### src/rtl/seg_pkg.sv
// Shared 7-segment definitions: active-low glyph patterns {g,f,e,d,c,b,a},
// scan-decoder FSM state encoding and the fixed digit count.
`timescale 1ns/1ps
package seg_pkg;

  localparam int unsigned NUM_DIGITS = 8;
  localparam int unsigned SEG_W      = 7;
  localparam int unsigned CODE_W     = 4;

  localparam logic [SEG_W-1:0] SEG_0     = 7'b1000000;
  localparam logic [SEG_W-1:0] SEG_1     = 7'b1111001;
  localparam logic [SEG_W-1:0] SEG_2     = 7'b0100100;
  localparam logic [SEG_W-1:0] SEG_3     = 7'b0110000;
  localparam logic [SEG_W-1:0] SEG_4     = 7'b0011001;
  localparam logic [SEG_W-1:0] SEG_5     = 7'b0010010;
  localparam logic [SEG_W-1:0] SEG_6     = 7'b0000010;
  localparam logic [SEG_W-1:0] SEG_7     = 7'b1111000;
  localparam logic [SEG_W-1:0] SEG_8     = 7'b0000000;
  localparam logic [SEG_W-1:0] SEG_9     = 7'b0010000;
  localparam logic [SEG_W-1:0] SEG_A     = 7'b0001000;
  localparam logic [SEG_W-1:0] SEG_B     = 7'b0000011;
  localparam logic [SEG_W-1:0] SEG_C     = 7'b1000110;
  localparam logic [SEG_W-1:0] SEG_D     = 7'b0100001;
  localparam logic [SEG_W-1:0] SEG_E     = 7'b0000110;
  localparam logic [SEG_W-1:0] SEG_F     = 7'b0001110;
  localparam logic [SEG_W-1:0] SEG_BLANK = 7'b1111111;

  typedef logic [1:0] scan_state_t;

  localparam scan_state_t ST_WAIT   = 2'd0;
  localparam scan_state_t ST_ACCEPT = 2'd1;
  localparam scan_state_t ST_HOLD   = 2'd2;

endpackage

### src/rtl/seg_glyph_decode.sv
// Combinational lookup from an active-low segment pattern to its hex code.
`timescale 1ns/1ps
module seg_glyph_decode
  import seg_pkg::*;
(
  input  logic [SEG_W-1:0]  pattern,
  output logic [CODE_W-1:0] code_c,
  output logic              blank_c,
  output logic              valid_c
);

  always_comb begin
    code_c  = '0;
    blank_c = 1'b0;
    valid_c = 1'b1;
    case (pattern)
      SEG_0:     code_c = 4'h0;
      SEG_1:     code_c = 4'h1;
      SEG_2:     code_c = 4'h2;
      SEG_3:     code_c = 4'h3;
      SEG_4:     code_c = 4'h4;
      SEG_5:     code_c = 4'h5;
      SEG_6:     code_c = 4'h6;
      SEG_7:     code_c = 4'h7;
      SEG_8:     code_c = 4'h8;
      SEG_9:     code_c = 4'h9;
      SEG_A:     code_c = 4'hA;
      SEG_B:     code_c = 4'hB;
      SEG_C:     code_c = 4'hC;
      SEG_D:     code_c = 4'hD;
      SEG_E:     code_c = 4'hE;
      SEG_F:     code_c = 4'hF;
      SEG_BLANK: blank_c = 1'b1;
      default:   valid_c = 1'b0;
    endcase
  end

endmodule

### src/rtl/seg_scan_decoder.sv
// Readback receiver for the multiplexed 7-segment bus: debounces each anode
// dwell, decodes it, and assembles 8-digit frames. Define SEG_SCAN_ERRCNT_EN
// to add the saturating err_count output.
`timescale 1ns/1ps
module seg_scan_decoder #(
  parameter int unsigned SETTLE_CYCLES = 4,
  parameter int unsigned NUM_DIGITS    = 8
) (
  input  logic                    clk,
  input  logic                    rst_n,
  input  logic [6:0]              segment,
  input  logic [NUM_DIGITS-1:0]   AN,
  output logic [4*NUM_DIGITS-1:0] digits,
  output logic [NUM_DIGITS-1:0]   digit_lit,
  output logic                    frame_done,
  output logic                    bad_an,
  output logic                    bad_glyph
`ifdef SEG_SCAN_ERRCNT_EN
  ,
  output logic [7:0]              err_count
`endif
);

  import seg_pkg::*;

  localparam int unsigned CNT_W  = 8;
  localparam int unsigned SLOT_W = $clog2(NUM_DIGITS);
  localparam int unsigned ZW     = $clog2(NUM_DIGITS + 1);
  localparam int unsigned DIG_W  = CODE_W * NUM_DIGITS;
  localparam logic [CNT_W-1:0] SETTLE = CNT_W'(SETTLE_CYCLES);

  logic [SEG_W-1:0]      seg_q;
  logic [NUM_DIGITS-1:0] an_q;
  logic [CNT_W-1:0]      cnt, cnt_next;
  scan_state_t           state, state_next;
  logic [DIG_W-1:0]      shadow, shadow_next;
  logic [NUM_DIGITS-1:0] shadow_lit, lit_next;
  logic [NUM_DIGITS-1:0] seen, seen_next;

  logic                  stable_c, accept_c, capture_c, an_legal_c, frame_full_c;
  logic [ZW-1:0]         an_zeros;
  logic [SLOT_W-1:0]     slot;
  logic [CODE_W-1:0]     dec_code;
  logic                  dec_blank, dec_valid;

  seg_glyph_decode u_decode (
    .pattern (seg_q),
    .code_c  (dec_code),
    .blank_c (dec_blank),
    .valid_c (dec_valid)
  );

  // Stability counter and dwell FSM; a changing input restarts the dwell.
  always_comb begin
    stable_c   = ({segment, AN} == {seg_q, an_q});
    cnt_next   = '0;
    state_next = state;
    if (stable_c) begin
      cnt_next = (cnt >= SETTLE) ? SETTLE : cnt + CNT_W'(1);
    end
    case (state)
      ST_WAIT:   if (cnt_next == SETTLE) state_next = ST_ACCEPT;
      ST_ACCEPT: state_next = stable_c ? ST_HOLD : ST_WAIT;
      ST_HOLD:   if (!stable_c) state_next = ST_WAIT;
      default:   state_next = ST_WAIT;
    endcase
  end

  // Anode legality, slot capture into the shadow frame, and frame completion.
  always_comb begin
    an_zeros = '0;
    slot     = '0;
    for (int i = 0; i < NUM_DIGITS; i++) begin
      if (!an_q[i]) begin
        an_zeros = an_zeros + ZW'(1);
        slot     = SLOT_W'(i);
      end
    end
    an_legal_c   = (an_zeros == ZW'(1));
    accept_c     = (state == ST_WAIT) && (cnt_next == SETTLE);
    capture_c    = accept_c && an_legal_c;
    frame_full_c = &seen;

    shadow_next = shadow;
    lit_next    = shadow_lit;
    seen_next   = frame_full_c ? '0 : seen;
    for (int i = 0; i < NUM_DIGITS; i++) begin
      if (capture_c && (slot == SLOT_W'(i))) begin
        shadow_next[i*CODE_W +: CODE_W] = dec_code;
        lit_next[i]                     = dec_valid && !dec_blank;
        seen_next[i]                    = 1'b1;
      end
    end
  end

  always_ff @(posedge clk) begin
    if (!rst_n) begin
      seg_q      <= SEG_BLANK;
      an_q       <= '1;
      cnt        <= '0;
      state      <= ST_WAIT;
      shadow     <= '0;
      shadow_lit <= '0;
      seen       <= '0;
      digits     <= '0;
      digit_lit  <= '0;
      frame_done <= 1'b0;
      bad_an     <= 1'b0;
      bad_glyph  <= 1'b0;
    end else begin
      seg_q      <= segment;
      an_q       <= AN;
      cnt        <= cnt_next;
      state      <= state_next;
      shadow     <= shadow_next;
      shadow_lit <= lit_next;
      seen       <= seen_next;
      frame_done <= frame_full_c;
      bad_an     <= accept_c && !an_legal_c;
      bad_glyph  <= capture_c && !dec_valid;
      if (frame_full_c) begin
        digits    <= shadow;
        digit_lit <= shadow_lit;
      end
    end
  end

`ifdef SEG_SCAN_ERRCNT_EN
  logic err_c;
  assign err_c = accept_c && !(an_legal_c && dec_valid);

  always_ff @(posedge clk) begin
    if (!rst_n) begin
      err_count <= '0;
    end else if (err_c && (err_count != 8'hFF)) begin
      err_count <= err_count + 8'd1;
    end
  end
`endif

endmodule

### config.mk
export PLATFORM = sky130hd
export DESIGN_NAME = seg_scan_decoder
export DESIGN_NICKNAME = d
export VERILOG_FILES = /design/src/rtl/seg_pkg.sv /design/src/rtl/seg_glyph_decode.sv /design/src/rtl/seg_scan_decoder.sv
export SDC_FILE = /design/constraint.sdc
export NUM_CORES = 1
export LEC_CHECK = 0
export CORE_UTILIZATION = 60
export CTS_CLUSTER_SIZE = 16
export DETAILED_ROUTE_END_ITERATION = 7
export PLACE_DENSITY = 0.86
export SYNTH_ARGS = -nofsm -noshare
export SYNTH_HDL_FRONTEND = slang
export SYNTH_SLANG_ARGS = --single-unit
### constraint.sdc
create_clock -name clk -period 9.2 [get_ports clk]
set_clock_uncertainty 0.15 [all_clocks]
set_input_delay 0.92 -clock clk [delete_from_list [all_inputs] [get_ports clk]]
set_output_delay 0.92 -clock clk [all_outputs]
set_load 0.005 [all_outputs]
# After elaboration in Yosys (flattened, before gate mapping)
# Index checks and enable logic that the tools add are counted.
# Widths: inputs -> output; s select.
# word_totals
in_bits,17
regBits,116
wordCells,135
# op_classes
n_reduce_logical,30
muxes,33
eq_ne,30
add_sub_neg,8
magnitude_cmp,1
# ops
cell,count
$pmux 4 s15,1
$eq 7x7->1 const B,5
$add 4x1->4 const B,7
$mux 4,7
$mux 8,3
$eq 7x5->1 const B,3
$eq 7x6->1 const B,3
$mux 3,6
$reduce_or 17->1,1
$reduce_bool 2->1,8
$eq 15x15->1,1
$eq 7x2->1 const B,2
$eq 7x4->1 const B,2
$logic_and 1x1->1,13
$eq 3x3->1 const B,4
$mux 1,12
$add 8x1->8 const B,1
$eq 8x3->1 const B,1
$ge 8x3->1 const B,1
$reduce_and 8->1,1
$eq 7x3->1 const B,1
$logic_not 7->1,1
$eq 3x2->1 const B,2
$mux 2,3
other kinds (11),13

# Longest topological paths before layout
# logic_depth
word_depth,19
ltp_mapped,23

# Hierarchy
# A second synthesis with hierarchy kept.
# unflattened
hier_cells,597
hier_area_um2,5286.3
# by_module_without_submodules
mod,cells_per_inst,instances,area_per_inst_um2
seg_scan_decoder,544,1,4904.7
seg_glyph_decode,53,1,381.6

# Worst setup path after synthesis
# No wires, ideal clock.
# synth_path
path_kind,register to register
startpoint,reg an_q[0]
endpoint,reg shadow[28]
t_arrival_ns,4.844
synth_period_minus_slack_ns,5.131
stages_incl_launch_ff,24
path_slack_ns,4.069
t_required_ns,8.913
cell_sequence,dfxtp_1 -> inv_1 -> ha_1 -> nand2b_1 -> and2_1 -> ha_1 -> nor2b_1 -> a31oi_1 -> inv_1 -> ha_1 -> nor2_1 -> a21oi_1 -> ha_1 -> nor2_1 -> a221oi_2 -> ha_1 -> mux2_2 -> ha_1 -> xnor2_1 -> xnor2_1 -> or4_1 -> or3b_1 -> buf_6 -> mux2i_1
# synth_via
elab_chain_len,18
elab_cells_between_ends,22
# synth_lines
element,line_no,source
"start, declared",seg_scan_decoder.sv:33,logic [NUM_DIGITS-1:0] an_q;
"start signal, assigned",seg_scan_decoder.sv:99,an_q <= '1;
"start signal, assigned",seg_scan_decoder.sv:112,an_q <= AN;
$mux 1,seg_scan_decoder.sv:74,if (!an_q[i]) begin
$add 4x1->4,seg_scan_decoder.sv:75,an_zeros = an_zeros + ZW'(1);
$mux 4,seg_scan_decoder.sv:74,
$add 4x1->4,seg_scan_decoder.sv:75,
$mux 4,seg_scan_decoder.sv:74,
$add 4x1->4,seg_scan_decoder.sv:75,
$mux 4,seg_scan_decoder.sv:74,
$add 4x1->4,seg_scan_decoder.sv:75,
(+2 left out),--,
$mux 4,seg_scan_decoder.sv:74,
$add 4x1->4,seg_scan_decoder.sv:75,
$mux 4,seg_scan_decoder.sv:74,
$add 4x1->4,seg_scan_decoder.sv:75,
$mux 4,seg_scan_decoder.sv:74,
$eq 4x1->1,seg_scan_decoder.sv:79,an_legal_c = (an_zeros == ZW'(1));
$logic_and 1x1->1 *,seg_scan_decoder.sv:81,capture_c = accept_c && an_legal_c;
$logic_and 1x1->1 *,seg_scan_decoder.sv:88,if (capture_c && (slot == SLOT_W'(i))) begin
"end signal, assigned",seg_scan_decoder.sv:115,shadow <= shadow_next;
"end, declared",seg_scan_decoder.sv:36,"logic [DIG_W-1:0] shadow, shadow_next;"
# Every way passes the cells marked *; elsewhere a longest branch is shown, timed or not.
# A chain may end at the register's enable or synchronous reset.

# Worst setup path in the final report
# layout_path
startpoint,reg an_q[0]
endpoint,reg shadow[30]
# Same word-level chain as after synthesis.

==> summary.txt <==
Worst hold path
  – Hold crit path type: reg2reg
  – Sink of the worst hold path: shadow[26]$_SDFFE_PN0P_
  – HP Start: shadow[26]$_SDFFE_PN0P_
  – Hold path depth: 2

Synthesis
  – Main synth FF type: dfxtp_1
  – Avg Cell Area, Syn: 9.07 µm²
  – Sequential share of the synthesized area: 45.3%
  – Seq cells post-synth: 116
  – Synth area leaders: dfxtp_1 (45%), nand2_1 (10%), mux2i_1 (6.8%)
  – Async set-reset flop share out of synthesis: 0%
  – Post-synth top cells: nand2_1 (136), dfxtp_1 (116), a21boi_0 (43), mux2i_1 (35), clkbuf_1 (30)
  – Post-synth cell types: 62
  – Post-synth EDFFs: 0
  – Synth warn: 0
  – Most frequent cell after synthesis: nand2_1
  – Area leader, netlist: dfxtp_1
  – Syn Inst Count: 565
  – Synth top area share: 45.3%
  – Synth Cell Area: 5120 µm²

Drt
  – Vias post-DR: 4154
  – Wire length per cell: 16.3 µm
  – Drt via density: 5.69
  – DRT Pass-1 Iters: 7
  – Routed WL: 11900 µm
  – Final ANT Viol Nets: 0
  – DRC viols: 0
  – DR iter-0 viols: 277

Layout
  – Design Area, Final: 6310 µm²
  – Synthesis-to-layout area growth: 23.2%
  – Antenna Cells: 0
  – Layout Utilization: 76.4%
  – Total of fill cells in the finished design: 550
  – Register area: 2320 µm²
  – Nets: 639
  – Share of layout cells above drive strength 1: 8.32%
  – Final Non-Filler Cells: 730
  – Multi-input logic area: 2620 µm²

Timing
  – Worst rel slew slack: 27.7%
  – Worst-margin pin slew: 1.08 ns
  – RSZ-0062 raised after global routing: false
  – Minimum clock period: 5.84 ns
  – # setup viols final: 0
  – Setup TNS: 0 ns
  – Final Hold Fails: 0
  – Fin Hold WS: 0.309 ns
  – Final slew viol count: 0
  – Final worst slack: 3.36 ns
  – Tcrit/Tclk final: 63.4%
  – F_max: 171 MHz

Critical path
  – Crit path max fanout: 6
  – Req. time, crit path: 9.41 ns
  – CP Launch Type: flop
  – Critical Path AT: 6.05 ns
  – Worst R2R Start: an_q[0]$_SDFF_PN1_
  – R2r setup slk: 3.36 ns
  – Reg2Reg Depth: 22
  – Worst Setup Path Type: reg2reg
  – Reg-to-reg endpoint: shadow[30]$_SDFFE_PN0P_
  – Crit path capture type: flop
  – CP startpoint: an_q[0]$_SDFF_PN1_

Floorplan
  – Initial core utilization: 62.0%
  – Core ar.: 8260 µm²
  – DIE HEIGHT: 94.4 µm
  – Die extent in x: 94.4 µm
  – Die footprint: 8910 µm²
  – Top Ports: 60
  – Std-Cell Rows: 33

Clocking
  – Hold Buf Count CTS: 0
  – Setup bufs post-CTS: 0
  – Total CTS buffers: 17
  – H-tree depth: 4
  – Clock sink count: 116
  – Clock-pin slew on the worst setup and hold paths: 0.06 ns
  – Clock latency on the worst-skew pair: 0.53 ns
  – TritonCTS clock tree: built
  – Buffer depth of the longest clock path: 2
  – Post-CTS sizing: 0
  – Root buf cell: clkbuf_8

Placed design
  – # port buffers: 59
  – GPL Wtd Cong: 0.878
  – Setup WS pre-CTS: 3.53 ns
  – Cell total after placement: 699
  – Post-DP HPWL: 7150 µm
  – Area after DPL: 5720 µm²

Outcome
  – Status: completed

Power and ir drop
  – VDD IR-drop max: 138 µV
  – Leak Pwr: 2.38 nW
  – Overall Power: 1.27 mW
  – P per Cell Area: 202 nW/µm²

Global route
  – Largest net degree at the start of global routing: 112
  – Final global-route overflow total: 0
  – GRT Util Overall: 28.5%
  – Number of global-route vias before repair: 4112
  – Initial antenna violation count: 0
  – First-pass GRT wire length: 19500 µm

Run
  – Max_cap viols: 0
==> cell usage in the layout, fill, tap and decap left out, types with 2 or more instances in the layout <==
cell type,netlist,layout
a21boi_0,43,43
a21boi_1,2,2
a21oi_1,9,9
a31oi_1,4,4
and2_1,7,7
and3_1,5,5
buf_4,0,2
bufinv_16,0,3
clkbuf_16,0,16
clkdlybuf4s50_1,0,58
clkinv_4,0,2
clkinvlp_4,0,5
conb_1,1,5
dfxtp_1,116,116
ha_1,9,9
inv_1,12,12
inv_6,0,2
mux2i_1,35,35
nand2_1,136,136
nand2b_1,17,17
nand3_1,13,13
nand4_1,7,7
nand4b_1,2,2
nor2_1,19,18
nor2_2,1,2
nor2b_1,5,5
nor3_1,4,4
nor3b_1,2,2
nor4_1,3,3
nor4b_1,2,2
o21a_1,3,3
o21ai_0,9,9
o21ai_1,3,3
o22ai_1,2,2
or4_1,4,4
xnor2_1,24,24
xor2_1,2,2
==> sequential cells by signal, summed over array words and instances (netlist names), 7 cells and up <==
name,cells
digits,32
shadow,32
an_q,8
cnt,8
digit_lit,8
seen,8
shadow_lit,8
seg_q,7
==> power breakdown <==
part           total (mW)  switching [mW]  internal [mW]  leakage, nW
Combinational      0.0983          0.0499         0.0484         1.16
Clock               0.658           0.244          0.414        0.275
Sequential          0.519          0.0118          0.507        0.940
Total                1.27           0.306          0.969         2.38
==> critical path, stage by stage, from the launching register on <==
cell and delay, ns:
dfxtp_1 0.39, inv_1 0.06, ha_1 0.25, nand2b_1 0.17, and2_1 0.16, ha_1 0.30
nor2b_1 0.16, a31oi_1 0.33, inv_1 0.08, ha_1 0.30, nor2_1 0.19, a21oi_1 0.07
ha_1 0.29, nor2_1 0.05, a221oi_2 0.45, ha_1 0.37, mux2_2 0.28, ha_1 0.19
xnor2_1 0.21, xnor2_1 0.09, or4_1 0.43, or3b_1 0.53, mux2i_1 0.17
==> routing by layer <==
| layer | global-route usage [%] | up-vias | part of all wire, % |
|---|---|---|---|
| met2 | 48.7 | 154 | 50 |
| met5 | 0 | - | 0 |
| met1 | 33.5 | 1965 | 41 |
| met3 | 5.96 | 44 | 5.3 |
| met4 | 15.5 | 0 | 2.9 |
| li1 | - | 1991 | - |
==> layout make-up <==
class / count / area share (%)
multi-input combinational: 405 / 41.5
sequential: 116 / 36.8
timing repair buffer: 61 / 9.51
clock buffer: 17 / 6.56
clock inverter: 14 / 2.83
tap: 105 / 2.08
inverter: 12 / 0.714
==> how the worst max path moves through the flow <==
stage	cells after the start	endpoint
2_1_floorplan	23	shadow[28]$_SDFFE_PN0P_
3_3_place_gp	22	shadow[30]$_SDFFE_PN0P_
3_5_place_dp	22	shadow[30]$_SDFFE_PN0P_
4_1_cts	22	shadow[29]$_SDFFE_PN0P_
5_1_grt	22	shadow[30]$_SDFFE_PN0P_
6_report	22	shadow[30]$_SDFFE_PN0P_
==> logic make-up (layout without fill, tap and decap cells) <==
kind of cell	count (synthesis)	count (layout)	share of synthesized area [%]
simple gates	240	240	23.3
flops	116	116	45.3
compound gates	85	85	12.0
buf+inv	48	104	3.86
mux	36	36	7.06
xor+xnor	30	30	6.23
fa+ha+maj	9	9	2.20
other cells	1	5	0.0732
(Power assumes the default switching activity.)
